File: src/rtl/fsk_tx_scheduler.sv
// Shares one FSK modulator between two word sources, loading one word per WORD_CYCLES-clock slot.
// Optional macro FSK_SCHED_FIXED_PRIO_EN: req0 always wins a tie (default build uses round-robin).
module fsk_tx_scheduler #(
   parameter int unsigned   DW          = 9,
   parameter int unsigned   WORD_CYCLES = 144,
   parameter logic [DW-1:0] IDLE_WORD   = '0
) (
   input  logic          clk,
   input  logic          reset,
   input  logic          enable,
   input  logic          req0_valid,
   input  logic [DW-1:0] req0_data,
   output logic          req0_ready,
   input  logic          req1_valid,
   input  logic [DW-1:0] req1_data,
   output logic          req1_ready,
   output logic [DW-1:0] fsk_datain,
   output logic          word_strobe,
   output logic          grant_id,
   output logic          busy,
   output logic [15:0]   words_sent
);

   typedef enum logic [1:0] {IDLE, RUN, DRAIN} state_t;

   localparam logic [15:0] LAST_CNT = 16'(WORD_CYCLES - 1);

   state_t      state, state_nxt;
   logic [15:0] cnt, cnt_nxt;
   logic        at_end;
   logic        boundary;
   logic        drain_end;
   logic        grant1;
   logic        xfer;

   assign at_end = (cnt == LAST_CNT);

`ifdef FSK_SCHED_FIXED_PRIO_EN
   assign grant1 = req1_valid & ~req0_valid;
`else
   logic last;

   // On a tie the requester opposite the previous tie winner is served.
   assign grant1 = req1_valid & (~req0_valid | ~last);

   always_ff @(posedge clk or negedge reset) begin
      if (!reset)
         last <= 1'b1;
      else if (boundary && req0_valid && req1_valid)
         last <= grant1;
   end
`endif

   // NOTE: every signal written here gets a default first, so no path leaves it unassigned (no latch).
   always_comb begin
      state_nxt = state;
      cnt_nxt   = cnt;
      boundary  = 1'b0;
      drain_end = 1'b0;
      unique case (state)
         IDLE: begin
            cnt_nxt = '0;
            if (enable) begin
               boundary  = 1'b1;
               state_nxt = RUN;
            end
         end
         RUN: begin
            cnt_nxt = at_end ? '0 : cnt + 16'd1;
            if (!enable) begin
               drain_end = at_end;
               state_nxt = at_end ? IDLE : DRAIN;
            end else begin
               boundary = at_end;
            end
         end
         DRAIN: begin
            cnt_nxt = at_end ? '0 : cnt + 16'd1;
            if (at_end) begin
               drain_end = 1'b1;
               state_nxt = IDLE;
            end
         end
         default: begin
            cnt_nxt   = '0;
            state_nxt = IDLE;
         end
      endcase
   end

   // Readies are gated by reset so no requester sees an acceptance while the block is held in reset.
   assign req0_ready  = boundary & reset & req0_valid & ~grant1;
   assign req1_ready  = boundary & reset & grant1;
   assign xfer        = req0_ready | req1_ready;
   assign word_strobe = (state == RUN) && (cnt == '0);

   // NOTE: sequential state uses non-blocking assignments so every register samples pre-edge values.
   always_ff @(posedge clk or negedge reset) begin
      if (!reset) begin
         state <= IDLE;
         cnt   <= '0;
      end else begin
         state <= state_nxt;
         cnt   <= cnt_nxt;
      end
   end

   always_ff @(posedge clk or negedge reset) begin
      if (!reset) begin
         fsk_datain <= IDLE_WORD;
         grant_id   <= 1'b0;
         busy       <= 1'b0;
         words_sent <= '0;
      end else if (xfer) begin
         fsk_datain <= grant1 ? req1_data : req0_data;
         grant_id   <= grant1;
         busy       <= 1'b1;
         words_sent <= words_sent + 16'd1;
      end else if (boundary || drain_end) begin
         fsk_datain <= IDLE_WORD;
         busy       <= 1'b0;
      end
   end

endmodule

File: config.mk
export PLATFORM = sky130hd
export DESIGN_NAME = fsk_tx_scheduler
export DESIGN_NICKNAME = d
export VERILOG_FILES = /design/src/rtl/fsk_tx_scheduler.sv
export SDC_FILE = /design/constraint.sdc
export NUM_CORES = 1
export LEC_CHECK = 0
export CAP_MARGIN = 20
export CORE_ASPECT_RATIO = 0.8
export CORE_MARGIN = 2
export CORE_UTILIZATION = 50
export DETAILED_ROUTE_END_ITERATION = 10
export GPL_ROUTABILITY_DRIVEN = 0
export PLACE_DENSITY = 0.91
export SYNTH_ARGS = -nofsm -noshare
export SYNTH_HDL_FRONTEND = slang
export SYNTH_SLANG_ARGS = --single-unit
export TNS_END_PERCENT = 10
File: constraint.sdc
create_clock -name clk -period 3.1 [get_ports clk]
set_clock_uncertainty 0.05 [all_clocks]
set_input_delay 0.465 -clock clk [delete_from_list [all_inputs] [get_ports clk]]
set_output_delay 0.465 -clock clk [all_outputs]
set_load 0.1 [all_outputs]
### Word level (Yosys, flattened, before mapping)

Index checks and enable logic that the tools add are counted.

* add/subtract/negate cells: 2
* shift-type cells: 0
* muxes and demuxes: 18
* multiply operators: 0
* reductions and logical operators: 9
* equal/unequal tests: 6
* divide/modulo/power cells: 0
* order comparisons: 0
* bitwise operators: 10

Operators with widths (number)
* $add A16 B1 Y16 const B: 2
* $mux W16: 2
* $mux W9: 3
* $eq A16 B8 Y1 const B: 1
* $logic_not A16 Y1: 1
* $mux W2: 4
* $mux W1: 6
* $ne A2 B2 Y1 const B: 3
* $pmux W2 S3: 1
* $and A1 B1 Y1: 5
* $pmux W1 S2: 2
* $logic_and A1 B1 Y1: 3
* $not A1 Y1: 3
* $reduce_and A3 Y1: 1
* $eq A2 B1 Y1 const B: 1
* $eq A2 B2 Y1 const B: 1
* $logic_not A2 Y1: 1
* $or A1 B1 Y1: 2
* $reduce_bool A2 Y1: 1
* $reduce_or A2 Y1: 1
* $logic_or A1 B1 Y1: 1

* RAM bits: 0
* word-level logic and storage cells: 52
* output and inout bits: 30
* latch bits: 0
* flip-flop bits (word level): 46
* input port bits: 23
* memories: 0
* memory bits (read-only): 0

### Depth between registers and ports, before layout

Gate-level depths: netlist (run 1).

* word-level depth: 8
* depth in mapped cells: 8
* mapped depth without buffers: 7

### Worst setup path after synthesis (run 1)

Ideal clock, no wire load.

* path type: register -> output
* from: register state[1]
* to: output port word_strobe
* slack: -1.372 ns
* stages on the path, launching flop included: 6
* required time: 2.585 ns
* arrival: 3.957 ns
* cells stage by stage: dfrtp_1 inv_1 ha_1 nand2_1 or4_1 nor4_1

* word-level cells in the longest chain between the ends: 2

RTL lines
* from (decl): line 28 `state_t state, state_nxt;`
* from (signal assigned): line 103 `state <= state_nxt;`
* $eq A2 B1 Y1: line 95 `assign word_strobe = (state == RUN) && (cnt == '0);`
* $logic_and A1 B1 Y1: line 95
* to (decl): line 18 `output logic word_strobe,`

No other way between the ends.

### Worst setup path in the final report (run 1)

* from: register cnt[12]
* to: output port req1_ready

* word-level cells in the longest chain between the ends: 5

RTL lines
* from (decl): line 29 `logic [15:0] cnt, cnt_nxt;`
* from (signal assigned): line 104 `cnt <= cnt_nxt;`
* $eq A16 B8 Y1: line 36 `assign at_end = (cnt == LAST_CNT);`
* $mux W1: line 70 `if (!enable) begin`
* $pmux W1 S2: line 60 `unique case (state)`
* $and A1 B1 Y1 (2 in a row): line 93 `assign req1_ready = boundary & reset & grant1;`
* to (decl): line 16 `output logic req1_ready,`

No other way between the ends.

==> impl_metrics.csv, run 1 <==
group,metric,value,unit
critical_path,r2r_setup_slack,450,ps
route,wirelength,4900,µm
die,die_w,79.7,µm
placed_design,hpwl,3680,µm
logic_synthesis,synth-compound-area-share,6.66,%
clock_tree,ctsHoldBuffers,0,
power,clock_power_share,17.7,%
die,std_cell_rows,22,
logic_synthesis,synth_cells,225,
die,initial_utilization,51.1,%
power,p_leak,1.44,nW
sta,drv_slew,0,
final_layout,most-common-layout-cells,"dfrtp_1 (44), buf_4 (32), nand2_1 (30), clkdlybuf4s50_1 (21), nor2_1 (18)",
route,ant_nets,0,
power,vdd_drop_max,0.513,mV
final_layout,area_growth,30.8,%
logic_synthesis,synthSimpleGateAreaFrac,20.7,%
power,p_int,1.19,mW
final_layout,antenna_cells,0,
clock_tree,cts_tree,"done",
power,power_frac_seq,34.1,%
sta,tightestPinTransition,581,ps
power,p_sw,1.10,mW
route,avgRoutedWirePerCell,14.2,µm
final_layout,utilization,66.9,%
clock_tree,numClockSinks,46,
route,vias,1849,
logic_synthesis,synth_mux_area_share,4.42,%
logic_synthesis,synth_edf_count,0,
clock_tree,cts_buffers,5,
logic_synthesis,synth-main-ff-cell,"dfrtp_1",
critical_path,path_cells,"or4_1 -> or4_4 -> o21ai_4 -> and3_1 -> buf_12",
power,power.share.combinational,48.2,%
die,die_h,64.6,µm
outcome,status,"finished clean",
logic_synthesis,async_reset_ff_share,100,%
clock_tree,cts_buffer_depth,2,
final_layout,final_common_cell,"dfrtp_1",
power,swShare,47.9,%
placed_design,dpl-instance-area,0.00287,mm²
logic_synthesis,synth_cell_type_count,38,
route,drc_errors,0,
global_routing,grt_util_all_layers,21.2,%
logic_synthesis,synth_nets,255,
logic_synthesis,ys_ff_latch,46,
global_routing,antenna_found_initial,0,
final_layout,postLayoutCellArea,0.00300,mm²
sta,setup_viol,0,
global_routing,grt-ovfl-total,0,
logic_synthesis,synth_xor_area_share,11.8,%
final_layout,drive_gt1_share,19.4,%
logic_synthesis,syn_avg_cell_area,10.2,µm²
critical_path,path_max_fanout,3,
route,initialDrtViolationCount,100,
final_layout,multi_input_area,0.00112,mm²
sta,maxSlewHeadroom,61.0,%
logic_synthesis,synth_top_family_by_area,"simple AND/OR/NAND/NOR gates",
clock_tree,postCtsSetupBuffers,0,
clock_tree,h-tree-depth,2,
route,vias_per_cell,5.38,
final_layout,final_nets,313,
logic_synthesis,ys_seq_area_share,50.2,%
critical_path,cp_slowest_stage_delay,610,ps
die,core-area,0.00449,mm²
sta,finalCritPeriodShare,97.5,%
placed_design,port-buffer-count,52,
clock_tree,ctsRootBufferMaster,"clkbuf_8",
critical_path,crit_arrival,2510,ps
critical_path,cp-end-kind,"output port",
flow_run,cap_violations,0,
critical_path,slowest_stage,"or4_1",
die,die_area,0.00515,mm²
clock_tree,clk_pin_slew,90,ps
critical_path,start_kind,"register",
final_layout,sequential_cell_area,0.00115,mm²
final_layout,fillers,357,
hold_path,min_path_type,"input pin to asynchronous set/reset pin",
global_routing,grt_pass1_wl,8360,µm
clock_tree,clock_latency,300,ps
logic_synthesis,yosys_warnings,0,
die,io_pins,53,
route,dr.pass1.iters,4,
critical_path,timing.critical_path.required,2580,ps
power,power_density,763,mW/mm²
sta,finalHoldViolations,0,
logic_synthesis,post_synth_instance_area,0.00229,mm²
sta,post-route-min-period,3020,ps
global_routing,grt_max_degree,25,
global_routing,grt_pass1_vias,1750,
sta,fmax,331,MHz
critical_path,crit_type,"register to output port",
logic_synthesis,synth_adder_area_share,3.82,%
## power groups by stage
stage          clock network [mW]  logic [mW]  registers (mW)
4_1_cts                     0.412        1.10           0.782
6_report                    0.404        1.10           0.780
2_1_floorplan                   0       0.375            1.22
3_3_place_gp                    0        1.08           0.787
5_1_grt                     0.444        1.17           0.795
3_5_place_dp                    0        1.09           0.792
## critical path: cells and delay by family (launching register included)
kind	cells	cell delay (ps)
AO/OA/AOI/OAI	1	170
buffers and inverters	1	190
flip-flops	1	410
AND/OR/NAND/NOR	3	1430
## Yosys cell counts, drive strengths merged (3+ instances only)
master  instances  share of area [%]
or3             3                1.0
o21ai          11                2.4
and3            6                1.6
nand4           6                1.6
clkbuf          5               0.82
nand2          30                4.9
nor4            5                1.4
xnor2          16                6.4
xor2           14                5.3
nand3          12                2.6
nor3            4               0.87
mux2i           9                3.9
inv             8                1.3
or4             4                1.5
ha              7                3.8
nor2           19                3.1
dfrtp          45                 49
## cell type report
cell class	count	area share, %
Clock buffer	7	3.21
Clock inverter	1	0.292
Inverter	8	1.00
Multi-Input combinational cell	165	37.4
Sequential cell	46	38.4
Tap cell	60	2.50
Timing Repair Buffer	57	17.2
## worst paths after layout
check                                        endpoint                  startpoint  cells past startpoint
setup reg to reg            words_sent[5]$_DFFE_PN0P_           cnt[12]$_DFF_PN0_                      6
max in group asynchronous            last$_DFFE_PN1P_                       reset                      2
hold reg to reg            words_sent[15]$_DFFE_PN0P_  words_sent[15]$_DFFE_PN0P_                      1
hold / removal                   grant_id$_DFFE_PN0P_                       reset                      2
setup / recovery                           req1_ready           cnt[12]$_DFF_PN0_                      5
min in group clk           words_sent[15]$_DFFE_PN0P_  words_sent[15]$_DFFE_PN0P_                      1
## per-layer routing
layer	wire (µm)	up-vias	global-route usage [%]
li1	-	893	-
met1	2230	904	28.6
met5	0	-	0
met4	60	0	7.11
met2	2350	47	33.4
met3	256	5	5.43
## flip-flops by register name (all words and copies together), names as in the netlist
register    cells
busy            1
state           2
grant_id        1
words_sent     16
last            1
fsk_datain      9
cnt            16
## per-stage QoR
stage / hold slack (ps) / TNS [ps] / instances / power, mW / setup WS (ps)
floorplan: 119 / -315 / 225 / 1.60 / -204
finish: 162 / 0 / 344 / 2.29 / 76.7
CTS: 176 / 0 / 344 / 2.30 / 24.4
detailed placement: 409 / 0 / 336 / 1.89 / 192
global route: 192 / -8.34 / 344 / 2.41 / -8.34
global placement: 411 / 0 / 336 / 1.86 / 253
## kinds of logic (layout without fill, tap and decap cells)
family                   Yosys count  in the layout
multiplexers                      10             10
flip-flops                        46             46
XOR/XNOR                          30             30
adder cells (fa/ha/maj)            7              7
AO/OA/AOI/OAI                     23             23
buffers and inverters             14             73
AND/OR/NAND/NOR                   95             95
## repair_timing
action | CTS | global route
cloned | 0 | 0
pin swaps | 0 | 1
endpoints found under the setup margin | 2 | 2
gates resized for setup | 3 | 3
hold endpoints to repair | 0 | 0
(Power assumes the default switching activity.)
==> run 2, diff against run 1 <==
--- a/config.mk
+++ b/config.mk
@@ -9,6 +9,7 @@
 export CORE_ASPECT_RATIO = 0.8
 export CORE_MARGIN = 2
 export CORE_UTILIZATION = 50
+export CTS_CLUSTER_DIAMETER = 200
 export DETAILED_ROUTE_END_ITERATION = 10
 export GPL_ROUTABILITY_DRIVEN = 0
 export PLACE_DENSITY = 0.91
==> results of run 2 <==
Same layout as run 1: the final DEF is identical, and so are final timing and power.
